**src/rtl/blink_meter.sv**
```systemverilog
// blink_meter: locks onto rising edges of an asynchronous blink waveform and reports period/high time in cycles.
// Define BLINK_METER_GLITCH_EN to insert a 3-sample stability filter ahead of edge detection.
module blink_meter #(
    parameter int WIDTH      = 16,
    parameter int MIN_PERIOD = 4
) (
    input  logic             clk,
    input  logic             rst,
    input  logic             ena,
    input  logic             blink_in,
    output logic [WIDTH-1:0] period,
    output logic [WIDTH-1:0] high_time,
    output logic             valid,
    output logic             locked,
    output logic             timeout
);
    typedef enum logic {IDLE, MEASURE} state_t;
    localparam logic [WIDTH-1:0] CNT_MAX = '1;
    localparam logic [WIDTH-1:0] MIN_CNT = WIDTH'(MIN_PERIOD);

    state_t           state, state_nx;
    logic             s1, s2, s3, sf, rise, fall;
    logic             start, accept, sat, latch;
    logic [WIDTH-1:0] cnt, hcnt, hi_lat;

    if (MIN_PERIOD < 2) begin : g_min_check
        $error("blink_meter: MIN_PERIOD must be at least 2");
    end

    always_ff @(posedge clk or posedge rst) begin
        if (rst) begin
            s1 <= 1'b0;
            s2 <= 1'b0;
        end else begin
            s1 <= blink_in;
            s2 <= s1;
        end
    end

`ifdef BLINK_METER_GLITCH_EN
    logic [1:0] hist;
    always_ff @(posedge clk or posedge rst) begin
        if (rst)
            hist <= '0;
        else
            hist <= {hist[0], s2};
    end
    // the filtered level moves only once s2 has been steady for three samples
    assign sf = (s2 == hist[0] && s2 == hist[1]) ? s2 : s3;
`else
    assign sf = s2;
`endif

    always_ff @(posedge clk or posedge rst) begin
        if (rst)
            s3 <= 1'b0;
        else
            s3 <= sf;
    end

    assign rise = sf & ~s3;
    assign fall = ~sf & s3;

    always_ff @(posedge clk or posedge rst) begin
        if (rst)
            state <= IDLE;
        else
            state <= state_nx;
    end

    always_comb begin
        state_nx = !ena ? IDLE :
                   (state == IDLE) ? (rise ? MEASURE : IDLE) :
                   (sat ? IDLE : MEASURE);
    end

    // a rise on the saturating cycle wins over the timeout
    always_comb begin
        start  = ena && state == IDLE && rise;
        accept = ena && state == MEASURE && rise && cnt >= MIN_CNT;
        sat    = ena && state == MEASURE && !rise && cnt == CNT_MAX;
        latch  = ena && state == MEASURE && fall;
    end

    always_ff @(posedge clk or posedge rst) begin
        if (rst) begin
            cnt       <= '0;
            hcnt      <= '0;
            hi_lat    <= '0;
            period    <= '0;
            high_time <= '0;
            valid     <= 1'b0;
            locked    <= 1'b0;
            timeout   <= 1'b0;
        end else begin
            valid  <= accept;
            locked <= accept | (locked & ena & ~sat);
            if (!ena) begin
                cnt  <= '0;
                hcnt <= '0;
            end else if (start || accept) begin
                cnt  <= WIDTH'(1);
                hcnt <= WIDTH'(1);
            end else if (state == MEASURE) begin
                cnt  <= (cnt == CNT_MAX) ? cnt : cnt + 1'b1;
                hcnt <= hcnt + WIDTH'(s3);
            end
            if (latch)
                hi_lat <= hcnt;
            if (accept) begin
                period    <= cnt;
                high_time <= hi_lat;
                timeout   <= 1'b0;
            end
            if (sat)
                timeout <= 1'b1;
        end
    end
endmodule

```
**config.mk**
```make
export PLATFORM = sky130hd
export DESIGN_NAME = blink_meter
export DESIGN_NICKNAME = d
export VERILOG_FILES = /design/src/rtl/blink_meter.sv
export SDC_FILE = /design/constraint.sdc
export NUM_CORES = 1
export LEC_CHECK = 0
export CAP_MARGIN = 15
export CORE_MARGIN = 2
export CORE_UTILIZATION = 50
export CTS_CLUSTER_SIZE = 24
export DETAILED_ROUTE_END_ITERATION = 12
export GPL_ROUTABILITY_DRIVEN = 0
export GPL_TIMING_DRIVEN = 0
export PLACE_DENSITY = 0.72
export SETUP_SLACK_MARGIN = 0.05
export SYNTH_ARGS = -nofsm -noshare
export SYNTH_HDL_FRONTEND = slang
export SYNTH_SLANG_ARGS = --single-unit
```
**constraint.sdc**
```tcl
create_clock -name clk -period 3.2 [get_ports clk]
set_input_delay 0.8 -clock clk [delete_from_list [all_inputs] [get_ports clk]]
set_output_delay 0.8 -clock clk [all_outputs]
set_load 0.005 [all_outputs]
```
==> impl_metrics.yaml, run 1 <==
hold_path:
  hp-class: "flop to flop"
  hold_depth: 0
  hold_path_end: "s2"
  hold_start: "s1"
synthesis:
  synth_compound_area_frac: 0.119
  netlist_top_cells_area: "dfrtp_1 55%, mux2_1 8.3%, mux2_2 4.6%"
  netlist_instances: 332
  synth.distinct_cells: 52
  synthAdderAreaFrac: 0.0127
  synth_fp_nets: 340
  synth_top_family_by_area: "simple AND/OR/NAND/NOR gates"
  synth_xor_area_frac: 0.0133
  yosys_warnings: 0
  synth_common_cells: "87 x dfrtp_1, 29 x mux2_1, 22 x a21oi_1"
  ys_seq_area_frac: 0.551
  yosys.area.top_type_share: 0.551
  postSynthAreaPerCell_sq_um: 11.9
  yosysMostFrequentCell: "dfrtp_1"
  netlist_area_sq_um: 3950
  synth_mux_area_frac: 0.133
  yosys.area.top_type: "dfrtp_1"
  yosys.area_share.simple: 0.142
  synth_edf_count: 0
  ys_ff_latch: 87
  ys.flop_type: "dfrtp_1"
  synth-async-reset-ratio: 1.00
place:
  placedCellCount: 473
  placed_area_sq_um: 4490
  dp_hpwl_mm: 5.45
  post-place-ws_ns: 0.259
  io_buffers: 38
layout:
  design_area_sq_um: 4710
  drive_gt1_frac: 0.126
  syn_to_final_growth_pct: 19.1
  nets: 391
  nFillCells: 650
  finalNonFillerCells: 490
  fin_util: 0.612
  diodes: 0
power_and_ir_drop:
  irDropWorstVdd_mv: 0.287
  intPower_mw: 1.58
  clkPwrFrac: 0.407
  switching_power_mw: 0.456
  leakagePower_nw: 2.09
  swShare: 0.224
  power_density_nw_per_um2: 433
  pwr-share-comb: 0.044
  power_frac_seq: 0.549
  total_power_mw: 2.04
clock_tree:
  cts_tree: "yes"
  htreeDepth: 3
  ctsLongestPathBuffers: 2
  cts_hold_buf: 0
  cts_sinks: 87
  path_clk_slew_ns: 0.08
  cts.repair.resized: 0
  cts_root_buffer: "clkbuf_8"
  clk_latency_ns: 0.35
  post-cts-setup-buffers: 0
  cts_buffers: 9
critical_path:
  r2r-start: "cnt[4]"
  endpoint_kind: "flop"
  critical_path_required_ns: 3.47
  cp_num_buf_inv: 2
  r2r_end: "period[2]"
  r2r_slack_ns: 0.69
  path_class: "primary input to flop"
  path_delay_family: "simple AND/OR/NAND/NOR gates"
  critPathMaxFanout: 10
  cp-start-kind: "primary input"
  max_stage_delay_ns: 0.69
  crit_slowest_cell: "or4b_2"
  cp_cell_sequence: "clkdlybuf4s50_1 -> clkbuf_1 -> nand2b_1 -> o211ai_1 -> or4b_2 -> a21oi_1"
  r2r.worst_path.cells: 6
  critPathArrivalTime_ns: 2.84
job:
  drv_cap: 0
sta:
  tns_ns: 0
  clock.fmax_mhz: 390
  worst_pin_slew_ns: 0.869
  rsz0062_at_grt: "false"
  setup_ws_ns: 0.636
  setup_viol: 0
  hold_violations: 0
  fin_worst_skew_ns: 0.0115
  fin_hold_ws_ns: 0.357
  slew_headroom: 0.415
  slew_violations: 0
  period_needed_ns: 2.56
  post-route-period-util: 0.801
grt:
  antenna_found_initial: 0
  grt_overflow: 0
  grt_pass1_wl_mm: 13.5
  grt.total_usage: 0.200
  grt_pass1_vias: 2793
  grt_start_max_net_pins: 67
routing:
  viasPerCell: 5.74
  route.detailed.drc: 0
  num_vias: 2811
  firstDrtPassIters: 4
  wl_mm: 7.85
  wire_per_inst_microns: 16.0
  antenna_left: 0
  drtIter0Drc: 139
status:
  status: "completed"
floorplan:
  die-area_sq_um: 8630
  core-area_sq_um: 7690
  die_h_microns: 92.9
  boundaryPins: 39
  row_count: 32
  initial_core_util: 0.514
  die_w_microns: 92.9
## state kept, by name, summed over array words and instances, names as in the netlist
register / flops
state: 1
s1: 1
hcnt: 16
cnt: 16
s2: 1
high_time: 16
timeout: 1
locked: 1
hi_lat: 16
valid: 1
period: 16
s3: 1
## worst register-to-register path: cells and delay by family, from the launching register on
family | cells | cell delay, ns
flops | 1 | 0.47
simple gates | 2 | 0.84
mux | 1 | 0.34
buf+inv | 2 | 0.31
compound gates | 1 | 0.43
## cell families after synthesis
group                      count (synthesis)
AOI/OAI and AO/OA                         74
buffers and inverters                     21
muxes                                     47
and+or+nand+nor                           93
xor gates and xnor gates                   6
adders and majority gates                  4
DFF                                       87
## worst max-delay path by stage
| stage | startpoint | end | slack, ns | depth (start not counted) |
|---|---|---|---|---|
| floorplan | rst | cnt[0] | 0.15 | 1 |
| CTS | ena | hcnt[12] | 0.63 | 6 |
| global route | ena | cnt[14] | 0.47 | 6 |
| global placement | rst | cnt[14] | -1.16 | 2 |
| finish | ena | hcnt[12] | 0.64 | 6 |
| detailed placement | ena | hcnt[12] | 0.26 | 6 |
## power by group through the flow
stage	Clock, mW	Combinational [mW]	Sequential [mW]
floorplan	0	0.0617	1.14
detailed placement	0	0.0924	1.14
global placement	0	0.0842	1.14
global route	0.897	0.103	1.12
CTS	0.846	0.0928	1.12
finish	0.829	0.0904	1.12
## layout by cell type (no fill, tap or decap), drive strengths merged, types with 2 or more instances in the layout
| cell | instances |
|---|---|
| bufinv | 2 |
| o31ai | 9 |
| o41ai | 2 |
| nand2 | 17 |
| a211oi | 2 |
| and2 | 2 |
| mux2 | 45 |
| xor2 | 4 |
| and4 | 4 |
| dfrtp | 87 |
| nor2 | 6 |
| clkbuf | 20 |
| clkdlybuf4s50 | 38 |
| o21ai | 24 |
| a21boi | 2 |
| nand3 | 9 |
| buf | 9 |
| or4 | 11 |
| nor3 | 2 |
| ha | 4 |
| inv | 6 |
| a21oi | 22 |
| or3 | 11 |
| nor2b | 2 |
| nor4 | 7 |
| mux2i | 2 |
| a21o | 3 |
| o21bai | 2 |
| o2111ai | 2 |
| xnor2 | 2 |
| nand2b | 3 |
| or2 | 2 |
| nand4 | 8 |
| and3 | 4 |
## layer usage
layer	vias up	part of all wire	GRT usage
met1	1380	0.48	0.273
met5	-	0	0
met4	0	0.011	0.0907
met3	8	0.045	0.0350
met2	77	0.47	0.312
li1	1346	-	-
## cell type report
cell class	count	area [sq um]	share of cell area
plain buffers	16	95.1	0.0202
clock inverters	5	81.3	0.0173
well taps	102	128	0.0271
clock buffers	11	131	0.0279
repair buffers	40	413	0.0877
multi-input cells	224	1660	0.353
inverters	5	21.3	0.00452
flip-flops and latches	87	2180	0.463
No activity file was read; power rests on OpenSTA's default activity.
==> inputs of run 2 (changes only) <==
==> constraint.sdc (replaced) <==
create_clock -name clk -period 2.3 [get_ports clk]
set_input_delay 0.575 -clock clk [delete_from_list [all_inputs] [get_ports clk]]
set_output_delay 0.575 -clock clk [all_outputs]
set_load 0.005 [all_outputs]
==> impl_metrics.yaml, run 2 (same netlist as run 1, synthesis figures left out) <==
clock_tree:
  cts_tree: "yes"
  cts_hold_buf: 0
  ctsLongestPathBuffers: 2
  cts_sinks: 87
  htreeDepth: 3
  cts_buffers: 9
  clk_latency_ns: 0.36
  cts_root_buffer: "clkbuf_8"
  path_clk_slew_ns: 0.09
status:
  status: "completed"
place:
  placed_area_sq_um: 4500
  post-place-ws_ns: -0.401
  io_buffers: 38
  dp_hpwl_mm: 5.45
routing:
  num_vias: 2970
  viasPerCell: 5.88
  antenna_left: 0
  route.detailed.drc: 0
  drtIter0Drc: 161
  wire_per_inst_microns: 16.8
  firstDrtPassIters: 4
  wl_mm: 8.48
floorplan:
  initial_core_util: 0.514
  die_w_microns: 92.9
  boundaryPins: 39
  row_count: 32
  die_h_microns: 92.9
  die-area_sq_um: 8630
  core-area_sq_um: 7690
grt:
  grt.total_usage: 0.211
  grt_pass1_wl_mm: 14.2
  antenna_found_initial: 0
  grt_overflow: 0
  grt_pass1_vias: 2852
  grt_start_max_net_pins: 35
critical_path:
  crit_slowest_cell: "or4_4"
  r2r-start: "cnt[9]"
  max_stage_delay_ns: 0.50
  endpoint: "high_time[11]"
  cp-start-kind: "flop"
  critical_path_required_ns: 2.55
  endpoint_kind: "flop"
  critPathArrivalTime_ns: 2.55
  r2r_end: "high_time[11]"
  r2r_slack_ns: 0.0004
  r2r.worst_path.cells: 7
  cp_cell_sequence: "buf_6 -> or4_4 -> o41ai_4 -> or2_1 -> buf_8 -> clkbuf_16 -> mux2_1"
  crit_path_start: "cnt[9]"
  critPathMaxFanout: 9
  path_class: "flop to flop"
job:
  drv_cap: 0
sta:
  post-route-period-util: 1.00
  worst_pin_slew_ns: 0.627
  setup_viol: 0
  hold_violations: 0
  rsz0062_at_grt: "true"
  setup_ws_ns: 0.000350
  slew_headroom: 0.581
  clock.fmax_mhz: 435
  slew_violations: 0
  period_needed_ns: 2.30
  tns_ns: 0
  fin_worst_skew_ns: 0.00932
layout:
  design_area_sq_um: 5020
  diodes: 0
  drive_gt1_frac: 0.251
  nFillCells: 606
  nets: 406
  final_cell_mix: "82 x dfrtp_1, 38 x clkdlybuf4s50_1, 23 x mux2_4"
  syn_to_final_growth_pct: 27.1
  final_common_cell: "dfrtp_1"
  fin_util: 0.653
power_and_ir_drop:
  irDropWorstVdd_mv: 0.400
  leakagePower_nw: 2.27
  power_density_nw_per_um2: 553
hold_path:
  hp-class: "flop to flop"
  hold_depth: 0
run 2: area by class of cell:
type / count / area (sq um) / share of cell area
repair buffers: 55 / 574 / 0.114
clock inverters: 5 / 56.3 / 0.0112
clock buffers: 11 / 141 / 0.0282
inverters: 5 / 22.5 / 0.00449
well taps: 102 / 128 / 0.0254
multi-input cells: 224 / 1790 / 0.356
plain buffers: 16 / 126 / 0.0252
flip-flops and latches: 87 / 2180 / 0.435
run 2: power breakdown:
group / switching, mW / total, mW / internal, mW
combinational: 0.0894 / 0.135 / 0.0454
clock: 0.555 / 1.09 / 0.532
sequential: 0.0126 / 1.56 / 1.54
run 2: worst min-delay path by stage:
stage          from  end
6_report         s1   s2
5_1_grt          s1   s2
4_1_cts          s1   s2
3_5_place_dp     s1   s2
3_3_place_gp     s1   s2
2_1_floorplan    s1   s2
run 2: per-stage QoR:
step	hold slack [ns]	instances	total power [mW]
after floorplan	0.331	332	1.67
final	0.358	505	2.78
after detailed placement	0.340	474	1.71
after global routing	0.372	505	2.89
after CTS	0.359	499	2.79
after global placement	0.336	472	1.70
run 2: timing repair:
item                       4_1_cts  5_1_grt
gates resized for setup         22       28
pin swaps                        4        1
setup endpoints to repair       65       53
setup buffers                    8        5
cloned                           1        1
run 2: worst max-delay path, delay by kind of cell, from the launching register on:
family | cells | cell delay [ns]
AOI/OAI and AO/OA | 1 | 0.32
buffers and inverters | 3 | 0.49
DFF | 1 | 0.39
muxes | 1 | 0.31
and+or+nand+nor | 2 | 0.68
run 2: metal layers:
metal / vias up / part of all wire / track usage
li1: 1374 / - / -
met1: 1468 / 0.47 / 0.297
met2: 111 / 0.46 / 0.324
met3: 17 / 0.051 / 0.0358
met4: 0 / 0.021 / 0.0907
met5: - / 0 / 0
==> inputs of run 3 (changes only) <==
--- a/config.mk
+++ b/config.mk
@@ -12,7 +12,7 @@
 export DETAILED_ROUTE_END_ITERATION = 12
 export GPL_ROUTABILITY_DRIVEN = 0
 export GPL_TIMING_DRIVEN = 0
-export PLACE_DENSITY = 0.72
+export PLACE_DENSITY = 0.81
 export SETUP_SLACK_MARGIN = 0.05
 export SYNTH_ARGS = -nofsm -noshare
 export SYNTH_HDL_FRONTEND = slang
==> impl_metrics.yaml, run 3 (same netlist as run 1, synthesis figures left out) <==
status:
  status: "completed"
power_and_ir_drop:
  power_frac_seq: 0.558
  power_density_nw_per_um2: 576
  pwr-share-comb: 0.048
  total_power_mw: 2.79
  swShare: 0.235
  irDropWorstVdd_mv: 0.542
  switching_power_mw: 0.656
  clkPwrFrac: 0.394
  leakagePower_nw: 2.15
  intPower_mw: 2.13
critical_path:
  r2r_slack_ns: 0.05
  critPathMaxFanout: 10
  critical_path_required_ns: 2.53
  endpoint_kind: "flop"
  crit_path_start: "cnt[5]"
  path_class: "flop to flop"
  cp-start-kind: "flop"
  critPathArrivalTime_ns: 2.48
  r2r-start: "cnt[5]"
clock_tree:
  cts_tree: "yes"
  cts_root_buffer: "clkbuf_8"
  path_clk_slew_ns: 0.09
  cts_buffers: 9
  clk_latency_ns: 0.36
  htreeDepth: 3
  cts_sinks: 87
  ctsLongestPathBuffers: 2
sta:
  setup_viol: 0
  period_needed_ns: 2.25
  slew_headroom: 0.532
  slew_violations: 0
  worst_pin_slew_ns: 0.696
  tns_ns: 0
  post-route-period-util: 0.978
  rsz0062_at_grt: "true"
  setup_ws_ns: 0.0510
  hold_violations: 0
  clock.fmax_mhz: 445
  fin_worst_skew_ns: 0.0102
floorplan:
  row_count: 32
  die_h_microns: 92.9
  boundaryPins: 39
  initial_core_util: 0.514
  core-area_sq_um: 7690
  die_w_microns: 92.9
  die-area_sq_um: 8630
layout:
  diodes: 0
  regArea_sq_um: 2180
  fin_util: 0.630
  final_common_cell: "dfrtp_1"
  nFillCells: 600
  drive_gt1_frac: 0.180
  final_cell_mix: "84 x dfrtp_1, 38 x clkdlybuf4s50_1, 29 x mux2_1"
  syn_to_final_growth_pct: 22.5
  multiInputGateArea_sq_um: 1690
  nets: 402
routing:
  num_vias: 2938
  route.detailed.drc: 0
  viasPerCell: 5.86
  wl_mm: 8.29
  drtIter0Drc: 232
  wire_per_inst_microns: 16.5
  antenna_left: 0
  firstDrtPassIters: 4
place:
  dp_hpwl_mm: 5.49
  io_buffers: 38
  post-place-ws_ns: -0.464
job:
  drv_cap: 0
grt:
  grt_pass1_vias: 2904
  grt_pass1_wl_mm: 14.0
  grt_overflow: 0
  antenna_found_initial: 0
  grt.total_usage: 0.206
  grt_start_max_net_pins: 43
hold_path:
  hold_start: "s1"
  hp-class: "flop to flop"
## run 3: cell types whose count changed in the layout (fill, tap and decap cells not counted), sizes merged
cell | before | now
clkbuf | 20 | 19
buf | 24 | 21
clkinv | 2 | 3
clkinvlp | 2 | 1
## run 3: repair_timing
item / CTS / global route
setup buffers: 9 / 2
pin swaps: 5 / 4
resized for setup: 10 / 5
hold buffers: 0 / 0
endpoints found under the setup margin: 65 / 52
## run 3: path summary, 6_finish.rpt
path,end,cells after the start
min,s2,0
min in group asynchronous,valid,2
max,period[15],6
min reg2reg,s2,0
max in group asynchronous,cnt[6],4
max reg2reg,period[15],6
## run 3: layout make-up
class,count,area share
plain buffers,16,0.0217
clock buffers,11,0.0292
clock inverters,5,0.0134
inverters,5,0.00465
multi-input cells,224,0.350
flip-flops and latches,87,0.451
well taps,102,0.0264
repair buffers,51,0.104
## run 3: power groups by stage
stage	Sequential, mW	Combinational, mW	Clock [mW]
floorplan	1.58	0.0863	0
global placement	1.58	0.117	0
detailed placement	1.59	0.130	0
CTS	1.55	0.134	1.12
global route	1.56	0.152	1.18
finish	1.56	0.134	1.10
## run 3: per-layer routing
metal,global-route usage,wire length (microns),vias to the layer above
li1,-,-,1368
met1,0.270,3670,1449
met2,0.338,4050,104
met3,0.0399,446,17
met4,0.0797,132,0
met5,0,0,-
## run 3: critical path, cell delays in order (launching register included)
cell	delay, ns
dfrtp_1	0.41
or4_4	0.58
o41ai_4	0.35
or2_1	0.17
buf_6	0.14
buf_8	0.14
mux2_1	0.33
## run 3: metrics by stage
stage | cell area, sq um | std cells | hold WS (ns)
after floorplan | 3960 | 332 | 0.331
after global placement | 4460 | 472 | 0.335
after detailed placement | 4500 | 474 | 0.339
after CTS | 4810 | 499 | 0.360
after global routing | 4840 | 501 | 0.362
final | 4840 | 501 | 0.356
